File: src/rtl/nes_controller_responder_if.sv
// Host-link and status bundle for the NES controller responder.
// The master side drives buttons and the host lines; the responder is the slave.
interface nes_controller_responder_if;
  logic [7:0] buttons;
  logic       nes_latch;
  logic       nes_pulse;
  logic       nes_data;
  logic       busy;
  logic [3:0] bit_index;
  logic       frame_done;
  logic       timeout;

  modport master (
    output buttons, nes_latch, nes_pulse,
    input  nes_data, busy, bit_index, frame_done, timeout
  );

  modport slave (
    input  buttons, nes_latch, nes_pulse,
    output nes_data, busy, bit_index, frame_done, timeout
  );
endinterface

File: src/rtl/nes_controller_responder.sv
// Device-side NES controller emulation: synchronizes host LATCH/CLOCK, snapshots the
// button vector on latch and shifts it out active-low, one bit per host clock rise.
module nes_controller_responder #(
  parameter int SYNC_STAGES    = 2,
  parameter int TIMEOUT_CYCLES = 100000
) (
  input logic                        clk,
  input logic                        rst_n,
  nes_controller_responder_if.slave  bus
);

  localparam int              WD_W   = (TIMEOUT_CYCLES > 0) ? $clog2(TIMEOUT_CYCLES + 1) : 1;
  localparam logic [WD_W-1:0] WD_MAX = WD_W'(TIMEOUT_CYCLES);

  typedef enum logic [1:0] {
    S_IDLE,
    S_LOAD,
    S_SHIFT,
    S_DONE
  } state_t;

  // Watchdog increment that parks at the timeout value instead of wrapping.
  function automatic logic [WD_W-1:0] wd_sat_inc(input logic [WD_W-1:0] v);
    return (v == WD_MAX) ? v : v + 1'b1;
  endfunction

  logic [SYNC_STAGES-1:0] latch_sync_p0;
  logic [SYNC_STAGES-1:0] pulse_sync_p0;
  logic                   latch_last_p1;
  logic                   pulse_last_p1;

  logic latch_rise;
  logic latch_fall;
  logic pulse_rise;

  state_t          state_q,  state_d;
  logic [7:0]      sr_q,     sr_d;
  logic [3:0]      idx_q,    idx_d;
  logic [WD_W-1:0] wd_q,     wd_d;
  logic [WD_W-1:0] wd_inc;
  logic            data_q,   data_d;
  logic            fd_q,     fd_d;
  logic            to_q,     to_d;

  // ---- p0: synchronizer chains; p1: edge-detect registers ----
  always_ff @(posedge clk or negedge rst_n) begin
    if (!rst_n) begin
      latch_sync_p0 <= '0;
      pulse_sync_p0 <= '0;
      latch_last_p1 <= 1'b0;
      pulse_last_p1 <= 1'b0;
    end else begin
      latch_sync_p0 <= {latch_sync_p0[SYNC_STAGES-2:0], bus.nes_latch};
      pulse_sync_p0 <= {pulse_sync_p0[SYNC_STAGES-2:0], bus.nes_pulse};
      latch_last_p1 <= latch_sync_p0[SYNC_STAGES-1];
      pulse_last_p1 <= pulse_sync_p0[SYNC_STAGES-1];
    end
  end

  assign latch_rise =  latch_sync_p0[SYNC_STAGES-1] & ~latch_last_p1;
  assign latch_fall = ~latch_sync_p0[SYNC_STAGES-1] &  latch_last_p1;
  assign pulse_rise =  pulse_sync_p0[SYNC_STAGES-1] & ~pulse_last_p1;

  // ---- p2: frame state, shift register and registered outputs ----
  always_ff @(posedge clk or negedge rst_n) begin
    if (!rst_n) begin
      state_q <= S_IDLE;
      sr_q    <= 8'hFF;
      idx_q   <= 4'd0;
      wd_q    <= '0;
      data_q  <= 1'b1;
      fd_q    <= 1'b0;
      to_q    <= 1'b0;
    end else begin
      state_q <= state_d;
      sr_q    <= sr_d;
      idx_q   <= idx_d;
      wd_q    <= wd_d;
      data_q  <= data_d;
      fd_q    <= fd_d;
      to_q    <= to_d;
    end
  end

  always_comb begin
    state_d = state_q;
    sr_d    = sr_q;
    idx_d   = idx_q;
    wd_d    = wd_q;
    fd_d    = 1'b0;
    to_d    = 1'b0;
    wd_inc  = wd_sat_inc(wd_q);

    // A latch rise restarts the frame from any state and outranks a coincident pulse.
    if (latch_rise) begin
      state_d = S_LOAD;
      sr_d    = bus.buttons;
      idx_d   = 4'd0;
      wd_d    = '0;
    end else begin
      case (state_q)
        S_LOAD: begin
          if (latch_fall) begin
            state_d = S_SHIFT;
            wd_d    = '0;
          end else begin
            sr_d = bus.buttons;
          end
        end
        S_SHIFT: begin
          if (pulse_rise) begin
            sr_d  = {1'b0, sr_q[7:1]};
            idx_d = idx_q + 4'd1;
            wd_d  = '0;
            if (idx_q == 4'd7) begin
              state_d = S_DONE;
              fd_d    = 1'b1;
            end
          end else if (TIMEOUT_CYCLES > 0) begin
            wd_d = wd_inc;
            if (wd_inc == WD_MAX) begin
              state_d = S_IDLE;
              idx_d   = 4'd0;
              wd_d    = '0;
              to_d    = 1'b1;
            end
          end
        end
        default: begin
        end
      endcase
    end

    // DATA is registered alongside the state it reflects, so it is derived from next-state values.
    data_d = ((state_d == S_LOAD) || (state_d == S_SHIFT)) ? ~sr_d[0] : 1'b1;
  end

  assign bus.nes_data   = data_q;
  assign bus.busy       = (state_q == S_LOAD) || (state_q == S_SHIFT);
  assign bus.bit_index  = idx_q;
  assign bus.frame_done = fd_q;
  assign bus.timeout    = to_q;

endmodule

File: src/flat_wrapper.sv
// flat-port wrapper written by rule: the top's interface ports become plain ports
module nes_controller_responder_flat 
#(
  parameter int SYNC_STAGES    = 2,
  parameter int TIMEOUT_CYCLES = 100000
)
  (clk, rst_n, bus_buttons, bus_nes_latch, bus_nes_pulse, bus_nes_data, bus_busy, bus_bit_index, bus_frame_done, bus_timeout);
  nes_controller_responder_if bus_i ();
  input logic clk;
  input logic rst_n;
  input wire logic [$bits(bus_i.buttons)-1:0] bus_buttons;
  input wire logic [$bits(bus_i.nes_latch)-1:0] bus_nes_latch;
  input wire logic [$bits(bus_i.nes_pulse)-1:0] bus_nes_pulse;
  output wire logic [$bits(bus_i.nes_data)-1:0] bus_nes_data;
  output wire logic [$bits(bus_i.busy)-1:0] bus_busy;
  output wire logic [$bits(bus_i.bit_index)-1:0] bus_bit_index;
  output wire logic [$bits(bus_i.frame_done)-1:0] bus_frame_done;
  output wire logic [$bits(bus_i.timeout)-1:0] bus_timeout;
  assign bus_i.buttons = bus_buttons;
  assign bus_i.nes_latch = bus_nes_latch;
  assign bus_i.nes_pulse = bus_nes_pulse;
  assign bus_nes_data = bus_i.nes_data;
  assign bus_busy = bus_i.busy;
  assign bus_bit_index = bus_i.bit_index;
  assign bus_frame_done = bus_i.frame_done;
  assign bus_timeout = bus_i.timeout;
  nes_controller_responder #(.SYNC_STAGES(SYNC_STAGES), .TIMEOUT_CYCLES(TIMEOUT_CYCLES)) u_core (.clk(clk), .rst_n(rst_n), .bus(bus_i));
endmodule
File: config.mk
export PLATFORM = sky130hd
export DESIGN_NAME = nes_controller_responder_flat
export DESIGN_NICKNAME = d
export VERILOG_FILES = /design/src/rtl/nes_controller_responder_if.sv /design/src/rtl/nes_controller_responder.sv /design/src/flat_wrapper.sv
export SDC_FILE = /design/constraint.sdc
export NUM_CORES = 1
export LEC_CHECK = 0
export BUFFER_PORTS_ARGS = -buffer_cell sky130_fd_sc_hd__clkbuf_2
export CAP_MARGIN = 20
export CORE_MARGIN = 8
export CORE_UTILIZATION = 45
export DETAILED_ROUTE_END_ITERATION = 8
export SLEW_MARGIN = 10
export SYNTH_ARGS = -nofsm -noshare
export SYNTH_HDL_FRONTEND = slang
export SYNTH_SLANG_ARGS = --single-unit
File: constraint.sdc
create_clock -name clk -period 5.85 [get_ports clk]
set_input_delay 0.2925 -clock clk [delete_from_list [all_inputs] [get_ports clk]]
set_output_delay 0.2925 -clock clk [all_outputs]
set_load 0.02 [all_outputs]
==> flow_summary.yaml <==
power:
  power.switching_uw: 270
  internal_power_uw: 488
  power_density_mw_per_mm2: 280
  seq_power_share: 0.453
  p_leak_nw: 1.08
  power_frac_clock: 0.261
  max-vdd-ir-drop_v: 0.000188
  p_total_uw: 758
  combPwrFrac: 0.286
  swShare: 0.357
global_routing:
  grt_max_degree: 41
  grt_pass1_wl_mm: 10.1
  grt_pass1_vias: 2174
  grt_usage: 0.145
  antenna_found_initial: 0
  globalRouteOverflowTotal: 0
setup_path:
  r2r_setup_slack_ns: 3.13
  critPathKind: "flip-flop to flip-flop"
  cp_data_arrival_time_ns: 2.89
  start_kind: "flip-flop"
  crit_fanout: 15
  critPathRequiredTime_ns: 6.02
  reg2reg_from: "u_core.wd_q[1]"
  crit_chain: "ha_1 -> and2_1 -> nand3_2 -> a2111oi_0 -> a21o_1 -> and3_1 -> a31o_4 -> nor2_2 -> a221o_1"
  crit_family: "compound AO/OA/AOI/OAI gates"
  ff2ff_path_depth: 9
  worst-path-buf-inv: 0
  slowest_stage: "dfrtp_1"
  cpPeakStageDelay_ns: 0.44
  worst_setup_path_end_kind: "flip-flop"
  r2r-end: "u_core.wd_q[14]"
finish:
  final_nets: 319
  drive_above_1_share: 0.165
  n_fill_cell: 504
  antennaDiodeCount: 0
  area_delta_synth_final_pct: 10.6
drt:
  vias_per_cell: 5.74
  wl_met2_mm: 2.74
  ant_nets: 0
  drt_iter0_drc: 125
  dr.pass1.iters: 4
  drc: 0
  wl_mm: 5.67
  dr_total_vias: 2152
  wire_per_inst_um: 15.1
  m1WireLength_mm: 2.62
  routed-wl-met3_um: 238
  highest_layer: "met4"
placement:
  dp.final_hpwl_mm: 4.09
  gp_congestion: 0.908
  port_buffers: 19
floorplan:
  start_util: 0.456
  core-area_sq_mm: 0.00537
  fp.dieW_um: 89.8
  die_h_um: 89.8
  die_area_sq_mm: 0.00806
  rows: 27
  io_pins: 20
logic_synthesis:
  yosysMostFrequentCell: "nand2_1"
  yosys-top-cells-count: "nand2_1, dfrtp_1, nor2_1, o21ai_0, a21oi_1"
  avgSynthCellArea_sq_um: 8.54
  ys_warn_count: 0
  synth_flop_cell: "dfrtp_1"
  synthTopCellsByArea: "dfrtp_1, dfstp_2, nand2_1"
  ys_ff_latch: 40
  yosys.area.top_type: "dfrtp_1"
  yosys.area.top_type_share: 0.317
  yosysSeqAreaShare: 0.413
  synthCells: 287
  synth_cell_types: 57
  syn_area_sq_mm: 0.00245
  async_reset_ff_frac: 1.00
  synth_nets: 304
  synth-edff-count: 0
sta:
  relSlewSlack: 0.513
  rsz0062_at_grt: "false"
  tns_ns: 0
  slew_viol_final: 0
  finalWorstPathRequiredPeriod_ns: 2.72
  period_share: 0.465
  worstMarginPinSlew_ns: 0.728
  timing.fmax_mhz: 368
  fin_skew_ns: 0.0103
  timing_hold_violations_final: 0
  setup_viol: 0
clock_network:
  clk_pin_slew_ns: 0.09
  postCtsSetupRepairBufs: 0
  cts_made_buffers: 5
  cts_sinks: 40
  worstSkewPairLatency_ns: 0.29
  cts_root_buffer: "clkbuf_8"
  cts_max_path_buffers: 2
  cts_tree: "yes"
  htreeDepth: 2
worst_hold_path:
  hold_start: "bus_nes_pulse"
  whs_path_depth: 1
  whs_endpoint: "u_core.pulse_sync_p0[0]"
  min-delay-path-class: "input pin to flip-flop"
job:
  drv_cap: 0
outcome:
  run_status: "complete, no violations"
layout by cell type, fill, tap and decap left out, types with 9 or more instances in the layout:
master / n
nor3_1: 13
nand2_1: 35
inv_1: 9
clkbuf_2: 19
dfstp_2: 9
a21oi_1: 16
nor2_1: 30
o21ai_0: 22
nand3_1: 14
dfrtp_1: 31
worst max path at each step:
stage | start | endpoint | cells after the start | slack, ns
detailed placement | u_core.wd_q[1] | u_core.wd_q[14] | 9 | 3.17
global placement | u_core.wd_q[0] | u_core.wd_q[14] | 9 | 3.25
global route | u_core.wd_q[1] | u_core.bus.nes_data | 9 | 2.94
finish | u_core.wd_q[1] | u_core.wd_q[14] | 9 | 3.13
floorplan | u_core.wd_q[0] | u_core.wd_q[14] | 10 | 3.45
CTS | u_core.wd_q[0] | u_core.wd_q[14] | 9 | 3.14
routing by layer:
layer | vias up | global-route usage
met3 | 6 | 0.0333
met5 | - | 0
met4 | 0 | 0.0451
li1 | 1078 | -
met1 | 1026 | 0.178
met2 | 42 | 0.245
sequential cells by signal, summed over array words and instances (netlist names):
name / cells
u_core.pulse_sync_p0: 2
u_core.bus.nes_data: 1
u_core.state_q: 2
u_core.bus.bit_index: 4
u_core.pulse_last_p1: 1
u_core.wd_q: 17
u_core.sr_q: 8
u_core.latch_sync_p0: 2
u_core.bus.frame_done: 1
u_core.bus.timeout: 1
u_core.latch_last_p1: 1
through the flow:
step	hold WS (ns)	std cells	setup slack (ns)	util	instance area, sq um
2_1_floorplan	-0.00309	287	3.45	-	2450
3_3_place_gp	0.336	365	3.25	0.479	2570
3_5_place_dp	0.339	365	3.17	0.479	2570
4_1_cts	0.0872	373	3.14	0.498	2670
5_1_grt	0.0853	375	2.94	0.505	2710
6_report	0.0978	375	3.13	0.505	2710
area by class of cell:
class	instances	area, sq um	share of cell area
Sequential cell	40	1010	0.373
Inverter	9	33.8	0.0125
Clock buffer	6	82.6	0.0305
Multi-Input combinational cell	223	1330	0.490
Clock inverter	2	15.0	0.00554
Tap cell	72	90.1	0.0332
Timing Repair Buffer	23	148	0.0545
what timing repair did:
action	CTS	global route
hold endpoints to repair	0	11
resized for setup	0	0
hold buffers	0	1
power by group through the flow:
stage	Sequential, mW	Clock (mW)	Combinational (mW)
final	0.343	0.198	0.217
after global routing	0.347	0.215	0.248
after CTS	0.343	0.207	0.216
after detailed placement	0.348	0	0.216
after global placement	0.348	0	0.214
after floorplan	0.348	0	0.154
cells by family after synthesis:
logic type | count (synthesis) | share of synthesized area
AOI/OAI and AO/OA | 82 | 0.226
xor gates and xnor gates | 4 | 0.0143
adders and majority gates | 5 | 0.0255
buffers and inverters | 24 | 0.0444
DFF | 40 | 0.413
muxes | 2 | 0.00817
and+or+nand+nor | 130 | 0.268
(Power assumes the default switching activity.)
